--- src/rtl/mac_seq_ctrl.sv ---
// Sequences one dot-product job for a signed 16x16 MAC: clear, issue len SRAM reads, drain PIPE_LAT+1 cycles.
// All outputs registered; the result waits in RESULT until the consumer takes it (valid/ready), then done pulses.
module mac_seq_ctrl #(
    parameter int ADDR_W   = 10,
    parameter int LEN_W    = 8,
    parameter int PIPE_LAT = 4
) (
    input  logic              clk,
    input  logic              reset,
    input  logic              start_i,
    input  logic [LEN_W-1:0]  len_i,
    input  logic [ADDR_W-1:0] in_base_i,
    input  logic [ADDR_W-1:0] in_stride_i,
    input  logic [ADDR_W-1:0] w_base_i,
    output logic              busy_o,
    output logic              done_o,
    output logic              in_rd_en_o,
    output logic [ADDR_W-1:0] in_rd_addr_o,
    output logic              w_rd_en_o,
    output logic [ADDR_W-1:0] w_rd_addr_o,
    output logic              mac_enable_o,
    output logic              mac_clear_o,
    input  logic [31:0]       mac_acc_i,
    output logic [31:0]       result_o,
    output logic              result_valid_o,
    input  logic              result_ready_i
);
    localparam int DW = $clog2(PIPE_LAT + 2);

    typedef enum logic [2:0] {S_IDLE, S_CLEAR, S_ISSUE, S_DRAIN, S_RESULT} state_t;

    state_t            state_q, state_d;
    logic [LEN_W-1:0]  len_q, len_d, idx_q, idx_d;
    logic [ADDR_W-1:0] stride_q, stride_d, in_addr_q, in_addr_d, w_addr_q, w_addr_d;
    logic [DW-1:0]     drain_q, drain_d;
    logic              rd_en_q, rd_en_d, mac_en_q, mac_en_d, clear_q, clear_d;
    logic              done_q, done_d, busy_q, busy_d, valid_q, valid_d;
    logic [31:0]       result_q, result_d;

    always_ff @(posedge clk or posedge reset) begin
        if (reset) begin
            state_q   <= S_IDLE;
            len_q     <= '0;
            idx_q     <= '0;
            stride_q  <= '0;
            in_addr_q <= '0;
            w_addr_q  <= '0;
            drain_q   <= '0;
            rd_en_q   <= 1'b0;
            mac_en_q  <= 1'b0;
            clear_q   <= 1'b0;
            done_q    <= 1'b0;
            busy_q    <= 1'b0;
            valid_q   <= 1'b0;
            result_q  <= '0;
        end else begin
            state_q   <= state_d;
            len_q     <= len_d;
            idx_q     <= idx_d;
            stride_q  <= stride_d;
            in_addr_q <= in_addr_d;
            w_addr_q  <= w_addr_d;
            drain_q   <= drain_d;
            rd_en_q   <= rd_en_d;
            mac_en_q  <= mac_en_d;
            clear_q   <= clear_d;
            done_q    <= done_d;
            busy_q    <= busy_d;
            valid_q   <= valid_d;
            result_q  <= result_d;
        end
    end

    always_comb begin
        state_d   = state_q;
        len_d     = len_q;
        idx_d     = idx_q;
        stride_d  = stride_q;
        in_addr_d = in_addr_q;
        w_addr_d  = w_addr_q;
        drain_d   = drain_q;
        rd_en_d   = 1'b0;
        // SRAM data lands one cycle after the strobe, so the MAC captures then.
        mac_en_d  = rd_en_q;
        clear_d   = 1'b0;
        done_d    = 1'b0;
        valid_d   = valid_q;
        result_d  = result_q;

        case (state_q)
            S_IDLE: begin
                if (start_i) begin
                    len_d     = len_i;
                    stride_d  = in_stride_i;
                    in_addr_d = in_base_i;
                    w_addr_d  = w_base_i;
                    clear_d   = 1'b1;
                    state_d   = S_CLEAR;
                end
            end
            S_CLEAR: begin
                idx_d   = '0;
                drain_d = '0;
                if (len_q != '0) begin
                    rd_en_d = 1'b1;
                    state_d = S_ISSUE;
                end else begin
                    state_d = S_DRAIN;
                end
            end
            S_ISSUE: begin
                // Registered addresses show read idx_q now; advance them for the next read.
                in_addr_d = in_addr_q + stride_q;
                w_addr_d  = w_addr_q + ADDR_W'(1);
                idx_d     = idx_q + LEN_W'(1);
                if (idx_q == len_q - LEN_W'(1)) begin
                    state_d = S_DRAIN;
                end else begin
                    rd_en_d = 1'b1;
                end
            end
            S_DRAIN: begin
                if (drain_q == DW'(PIPE_LAT)) begin
                    result_d = (len_q == '0) ? 32'd0 : mac_acc_i;
                    valid_d  = 1'b1;
                    state_d  = S_RESULT;
                end else begin
                    drain_d = drain_q + DW'(1);
                end
            end
            S_RESULT: begin
                if (result_ready_i) begin
                    valid_d = 1'b0;
                    done_d  = 1'b1;
                    state_d = S_IDLE;
                end
            end
            default: state_d = S_IDLE;
        endcase

        busy_d = (state_d != S_IDLE);
    end

    assign busy_o         = busy_q;
    assign done_o         = done_q;
    assign in_rd_en_o     = rd_en_q;
    assign w_rd_en_o      = rd_en_q;
    assign in_rd_addr_o   = in_addr_q;
    assign w_rd_addr_o    = w_addr_q;
    assign mac_enable_o   = mac_en_q;
    assign mac_clear_o    = clear_q;
    assign result_o       = result_q;
    assign result_valid_o = valid_q;

endmodule

--- config.mk ---
export PLATFORM = sky130hd
export DESIGN_NAME = mac_seq_ctrl
export DESIGN_NICKNAME = d
export VERILOG_FILES = /design/src/rtl/mac_seq_ctrl.sv
export SDC_FILE = /design/constraint.sdc
export NUM_CORES = 1
export LEC_CHECK = 0
export CAP_MARGIN = 20
export CORE_UTILIZATION = 42
export DETAILED_ROUTE_END_ITERATION = 10
export MAX_ROUTING_LAYER = met4
export PLACE_DENSITY = 0.72
export RECOVER_POWER = 50
export SYNTH_ARGS = -nofsm -noshare
export SYNTH_HDL_FRONTEND = slang
export SYNTH_SLANG_ARGS = --single-unit
export TNS_END_PERCENT = 30
--- constraint.sdc ---
create_clock -name clk -period 5.1 [get_ports clk]
set_input_delay 0.765 -clock clk [delete_from_list [all_inputs] [get_ports clk]]
set_output_delay 0.765 -clock clk [all_outputs]
set_load 0.03 [all_outputs]
# ---- Yosys cells after proc, flatten, opt, wreduce, memory -nomap -nowiden
# Cells that the tools add are included.
dict set report totals {
  regBits 90
  input_bits 74
  out_inout_bits 59
}
dict set report classes {
  n_addsub 5
  n_eq_ne 10
  muxes 24
  reduce_logical 13
}
# op count
set op_table {}
lappend op_table {{$pmux W10 S2} 2}
lappend op_table {{$mux W32} 1}
lappend op_table {{$mux W10} 2}
lappend op_table {{$pmux W8 S2} 1}
lappend op_table {{$mux W3} 5}
lappend op_table {{$pmux W3 S5} 1}
lappend op_table {{$add A10 B1 Y10 const B} 1}
lappend op_table {{$add A10 B10 Y10} 1}
lappend op_table {{$mux W1} 9}
lappend op_table {{$add A8 B1 Y8 const B} 1}
lappend op_table {{$eq A8 B8 Y1} 1}
lappend op_table {{$logic_not A8 Y1} 1}
lappend op_table {{$ne A2 B2 Y1 const B} 4}
lappend op_table {{$reduce_and A2 Y1} 4}
lappend op_table {{$reduce_bool A2 Y1} 4}
lappend op_table {{$reduce_bool A8 Y1} 1}
lappend op_table {{$sub A8 B1 Y8 const B} 1}
lappend op_table {{$eq A3 B2 Y1 const B} 2}
lappend op_table {{$eq A3 B3 Y1 const B} 2}
lappend op_table {{$pmux W3 S2} 1}
lappend op_table {{$pmux W1 S2} 2}
lappend op_table {{$add A3 B1 Y3 const B} 1}
lappend op_table {{$eq A3 B1 Y1 const B} 1}
lappend op_table {{$logic_not A3 Y1} 1}
lappend op_table {{other kinds (2)} 2}

# ---- Logic depth before layout (Yosys ltp)
# Gate-level depths: netlist of run 1.
dict set report logic_depth {
  depth_word 5
  depth_mapped 8
  ltp_nobuf 8
}

# ---- Worst setup path after synthesis of run 1
# OpenSTA, ideal clock, no wires.
dict set report synth_timing {
  path_kind {reg-to-reg}
  start {register in_addr_q[0] (netlist: in_rd_addr_o[0])}
  end {register in_addr_q[6] (netlist: in_rd_addr_o[6])}
  t_arrival_ps 1970
  required_ps 4980
  path_slack_ps 3011
  stages_incl_launch_ff 9
  path_buffers 0
  cell_sequence {dfrtp_1 ha_1 inv_1 fa_1 nor2b_1 o31a_1 o21a_1 or3_1 a31o_1}
}
dict set report synth_via {
  elab_chain_len 2
}
# element line
set synth_rtl {}
lappend synth_rtl {{start: declaration} 34} ;# logic [ADDR_W-1:0] stride_q, stride_d, in_addr_q, in_addr_d, w_addr_q, w_addr_d;
lappend synth_rtl {{start signal: assignment} 61} ;# in_addr_q <= in_addr_d;
lappend synth_rtl {{$add A10 B10 Y10} 113} ;# in_addr_d = in_addr_q + stride_q;
lappend synth_rtl {{$pmux W10 S2} 90} ;# case (state_q)
# No other way between the ends.
# A chain may end at the register's enable or synchronous reset.

# ---- Worst setup path after layout of run 1
dict set report layout_timing {
  start {register len_q[2]}
  end {register state_q[0]}
}
dict set report layout_via {
  elab_chain_len 4
  word_cells_on_any_way 6
  cone_classes {1 x add/sub; 1 x eq/ne; 3 x mux; 1 x reduce/logical}
}
# element line
set layout_rtl {}
lappend layout_rtl {{start: declaration} 33} ;# logic [LEN_W-1:0] len_q, len_d, idx_q, idx_d;
lappend layout_rtl {{start signal: assignment} 58} ;# len_q <= len_d;
lappend layout_rtl {{$sub A8 B1 Y8} 116} ;# if (idx_q == len_q - LEN_W'(1)) begin
lappend layout_rtl {{$eq A8 B8 Y1} 116}
lappend layout_rtl {{$mux W3} 116}
lappend layout_rtl {{$pmux W3 S5 (*)} 90}
lappend layout_rtl {{via state_d[0]} 32} ;# state_t state_q, state_d;
lappend layout_rtl {{end signal: assignment} 57} ;# state_q <= state_d;
lappend layout_rtl {{end: declaration} 32}
# The timed path passes the listed nets; every way through them passes the cells marked *.

==> metrics.cfg, run 1 <==
[logic_synthesis]
syn_nets=608
synth_cells=518
synth-edff-count=0
synthArstFlopShare=1.00
synth_ff_type=dfrtp_1
yosysWarnings=0
synth_cell_type_count=61
ys_seq_area_frac=0.488
ys_ff_latch=90
syn_avg_cell_area_um2=8.92
syn_area_um2=4620

[finish]
final_cell_mix=nand2_1, clkdlybuf4s50_1, dfrtp_1, o21ai_1, nor2_1
final_common_cell=nand2_1
drive_above_1_share=0.0543
fill_cells=938
syn2layout_area_growth_pct=34.0
diodes=0
final_util=0.589
final_nets=730

[routing]
highest_layer=met4
wl_per_cell_um=14.6
drtIter0Drc=236
num_vias=4124
routed-wl-met2_um=5270
wl_met3_um=706
wl_um=11400
drt_first_pass_iters=4
antenna_left=0
drc=0
met1Wirelength_um=5270
avgViaCountPerCell=5.29

[global_routing]
grt_pass1_wl_um=18800
grt_max_degree=59
grt_overflow=0
grt_pass1_vias=4046
grt_usage=0.212
antenna_found_initial=0

[sta]
drv_slew=0
max_slew_margin=0.167
clock.fmax_mhz=366
timing.final.crit_share=0.536
setup_viol=0
rsz0062_at_grt=false
clock_skew_ps=10.6
tns_ps=0
worst_slack_ps=2370
post-route-min-period_ps=2730
worst_pin_slew_ps=1250
finalHoldViolations=0
holdWs_ps=410

[floorplanning]
rows=37
coreArea_um2=10500
die_area_um2=11400
initial_core_util=0.440
die_w_um=107
ios=133
die_y_um=107

[clock_tree]
cts_tree=yes
ctsResizeCount=0
cts_hold_buf=0
clk_latency_ps=360
clk_pin_slew_ps=90
ctsLongestPathBuffers=2
htreeDepth=3
clock_sinks=90
post_cts_buffers=0
cts_made_buffers=9
clockRootBuffer=clkbuf_8

[critical_path]
cp.required_ps=5370
critical_path_class=reg -> reg
cp_max_fo=34
startpoint_type=register
arrival_ps=3000
critPathCaptureType=register

[power]
ir_drop_mv=0.394
p_leak_nw=2.71
p_per_area_nw_per_um2=618

[placed_design]
port_buffers=132
dp_hpwl_um=7970
routabilityCongestion=0.839
post-place-ws_ps=2240

[worst_hold_path]
hold_class=reg -> reg

[job]
cap_violations=0

[status]
outcome=finished clean

[final cells by class]
cell class	count	area, µm²	area share
flip-flops and latches	90	2250	0.364
inverters	11	42.5	0.00687
clock buffers	9	124	0.0200
clock inverters	6	42.5	0.00687
multi-input cells	390	2180	0.352
repair buffers	138	1380	0.223
well taps	136	170	0.0275
[worst paths after layout]
kind                                 startpoint                          end  slack, ps  cells past startpoint
hold / removal             in_rd_en_o$_DFF_PP0_       mac_enable_o$_DFF_PP0_        410                      0
hold reg to reg            in_rd_en_o$_DFF_PP0_       mac_enable_o$_DFF_PP0_        410                      0
setup reg to reg           len_q[2]$_DFFE_PP0P_         state_q[0]$_DFF_PP0_       2370                      4
setup / recovery           len_q[2]$_DFFE_PP0P_         state_q[0]$_DFF_PP0_       2370                      4
max in group asynchronous                 reset  in_rd_addr_o[1]$_DFFE_PP0P_       2820                      4
min in group asynchronous                 reset      result_o[0]$_DFFE_PP0P_       1100                      2
[cell families after synthesis]
group                    Yosys count  share of synthesized area
flip-flops                        90                      0.488
XOR/XNOR                          15                     0.0284
AND/OR/NAND/NOR                  238                      0.236
buffers and inverters             38                     0.0363
multiplexers                       2                    0.00433
adder cells (fa/ha/maj)           16                     0.0450
AO/OA/AOI/OAI                    119                      0.162
[worst max-delay path: stages, from the launching register on]
cell,delay [ps]
dfrtp_1,450
nor4_1,710
and4bb_1,1140
a211oi_1,230
o31ai_2,110
[routing by layer]
metal  GRT usage  vias up
met5           -        -
met4      0.0734        0
met3      0.0328       12
met2       0.335      152
met1       0.278     1928
li1            -     2032
[power breakdown]
group	switching [mW]	total [mW]	leakage [nW]	internal (mW)
logic	1.23	2.14	1.61	0.919
clock network	0.259	0.436	0.0819	0.176
registers	0.254	1.25	1.01	0.994
total	1.74	3.83	2.71	2.09
[registers in the layout (all words and copies together), names as in the netlist, 3 cells and up]
name / flops
drain_q: 3
idx_q: 8
in_rd_addr_o: 10
len_q: 8
result_o: 32
state_q: 3
stride_q: 10
w_rd_addr_o: 10
[cells in the mapped netlist, types with 2 or more instances]
cell      instances  area (µm²)
nand2_1         139         522
dfrtp_1          90        2250
o21ai_1          38         190
nor2_1           30         113
o21ai_0          19        95.1
nand3_1          18        90.1
buf_2            17        85.1
a21oi_1          16        80.1
ha_1             15         188
and3_1           11        68.8
inv_1            10        37.5
clkbuf_1          9        33.8
xnor2_1           9        78.8
a31oi_1           8        50.1
nor3_1            6        30.0
xor2_1            6        52.6
a211oi_1          5        37.5
nand2b_1          5        31.3
nand4_1           4        25.0
nor2b_1           4        25.0
o221a_2           4        45.0
a21o_1            3        22.5
and4_1            3        26.3
o21a_1            3        22.5
o22ai_1           3        18.8
a22o_1            2        17.5
a311oi_1          2        17.5
mux2i_1           2        20.0
nand3b_1          2        15.0
nor4_1            2        12.5
o21bai_1          2        15.0
or3_1             2        12.5
[per-stage QoR]
| step | area (µm²) | std cells | power [mW] |
|---|---|---|---|
| 2_1_floorplan | 4620 | 518 | 2.72 |
| 4_1_cts | 6190 | 778 | 3.87 |
| 6_report | 6190 | 780 | 3.83 |
| 5_1_grt | 6190 | 780 | 4.14 |
| 3_3_place_gp | 6010 | 762 | 3.36 |
| 3_5_place_dp | 6030 | 763 | 3.42 |
Power figures use the tool's default switching activity.
==> inputs of run 2 (changes only) <==
clock period = 2.6 ns   (was 5.1 ns; I/O delays follow)
==> metrics.cfg, run 2 (synthesis results as in run 1) <==
[placed_design]
port_buffers=132
routabilityCongestion=0.818
dpl-instance-area_um2=6060
dp_hpwl_um=7860

[floorplanning]
die_y_um=107
coreArea_um2=10500
die_w_um=107
ios=133
rows=37
initial_core_util=0.440
die_area_um2=11400

[sta]
max_slew_margin=0.188
holdWs_ps=417
post-route-min-period_ps=2180
tns_ps=0
worst_pin_slew_ps=1220
rsz0062_at_grt=false
clock_skew_ps=13.7
finalHoldViolations=0
drv_slew=0
timing.final.crit_share=0.838
clock.fmax_mhz=459
setup_viol=0

[routing]
drc=0
met1Wirelength_um=5130
drtIter0Drc=217
wl_per_cell_um=14.3
wl_um=11200
routed-wl-met2_um=5230
drt_first_pass_iters=4
highest_layer=met4
avgViaCountPerCell=5.25
antenna_left=0
wl_met3_um=711
num_vias=4108

[clock_tree]
htreeDepth=3
clk_pin_slew_ps=100
ctsResizeCount=0
clk_latency_ps=360
clock_sinks=90
post_cts_buffers=0
cts_tree=yes
clockRootBuffer=clkbuf_8
cts_made_buffers=9
ctsLongestPathBuffers=2
cts_hold_buf=0

[power]
p_leak_nw=2.75
ir_drop_mv=0.675
p_per_area_nw_per_um2=1250

[critical_path]
startpoint_type=register
cp_slowest_stage_delay_ps=500
cp_num_buf_inv=2
reg2reg_slack_ps=420
crit-reg2reg-launch=state_q[1]$_DFF_PP0_
arrival_ps=2460
path_depth=7
r2r_end=in_rd_addr_o[5]$_DFFE_PP0P_
cp_max_fo=18
critical_path_class=reg -> reg
rr_worst_depth=7
cpLargestDelayFamily=buffers and inverters
crit_start=state_q[1]$_DFF_PP0_
cp.required_ps=2880
critPathCaptureType=register
cp_slowest_cell=inv_1
path_cells=nor2_1 > nand3b_2 > inv_1 > clkbuf_1 > nand2_1 > and3_1 > a21oi_1
endpoint=in_rd_addr_o[5]$_DFFE_PP0P_

[finish]
largest_reg_flops=32
final_cell_mix=nand2_1, clkdlybuf4s50_1, dfrtp_1, o21ai_1, nor2_1
final_util=0.597
final_common_cell=nand2_1
fill_cells=956
fin_area_um2=6280
drive_above_1_share=0.0572
diodes=0
final_nets=732
syn2layout_area_growth_pct=35.9

[job]
cap_violations=0

[worst_hold_path]
hold_class=reg -> reg
hold_path_startpoint=in_rd_en_o$_DFF_PP0_

[global_routing]
grt_overflow=0
antenna_found_initial=0
grt_usage=0.211
grt_max_degree=91
grt_pass1_wl_um=18600
grt_pass1_vias=4014

[status]
outcome=finished clean

==> run 2: cell type report <==
| class | count | area [µm²] | area share |
|---|---|---|---|
| inverters | 11 | 45.0 | 0.00717 |
| flip-flops and latches | 90 | 2250 | 0.359 |
| well taps | 136 | 170 | 0.0271 |
| clock buffers | 9 | 124 | 0.0197 |
| clock inverters | 7 | 125 | 0.0199 |
| multi-input cells | 390 | 2190 | 0.350 |
| repair buffers | 140 | 1370 | 0.218 |
==> run 2: metal layers <==
layer	global-route usage	vias to the layer above
met2	0.338	131
met4	0.0695	0
met1	0.272	1938
met3	0.0365	10
li1	-	2029
met5	-	-
==> run 2: worst register-to-register path, stage by stage (launching register included) <==
cell and delay [ps]:
dfrtp_1 490, nor2_1 220, nand3b_2 100, inv_1 500, clkbuf_1 400, nand2_1 100
and3_1 170, a21oi_1 130
==> run 2: worst min-delay path by stage <==
stage	endpoint	slack [ps]	cells past startpoint
after floorplan	stride_q[0]$_DFFE_PP0P_	450	2
after global placement	mac_enable_o$_DFF_PP0_	400	0
after detailed placement	mac_enable_o$_DFF_PP0_	400	0
after CTS	mac_enable_o$_DFF_PP0_	430	0
after global routing	mac_enable_o$_DFF_PP0_	450	0
final	mac_enable_o$_DFF_PP0_	420	0
==> run 2: power breakdown <==
group | leakage, nW | internal (mW) | switching (mW)
Clock | 0.124 | 0.647 | 0.522
Sequential | 1.01 | 1.95 | 0.501
Combinational | 1.62 | 1.82 | 2.41
==> run 2: through the flow <==
stage / std cells / total power [mW] / setup slack, ps
finish: 783 / 7.85 / 422
global route: 783 / 8.46 / 233
detailed placement: 767 / 6.73 / 557
CTS: 783 / 7.93 / 557
global placement: 767 / 6.63 / 605
floorplan: 518 / 5.34 / 511
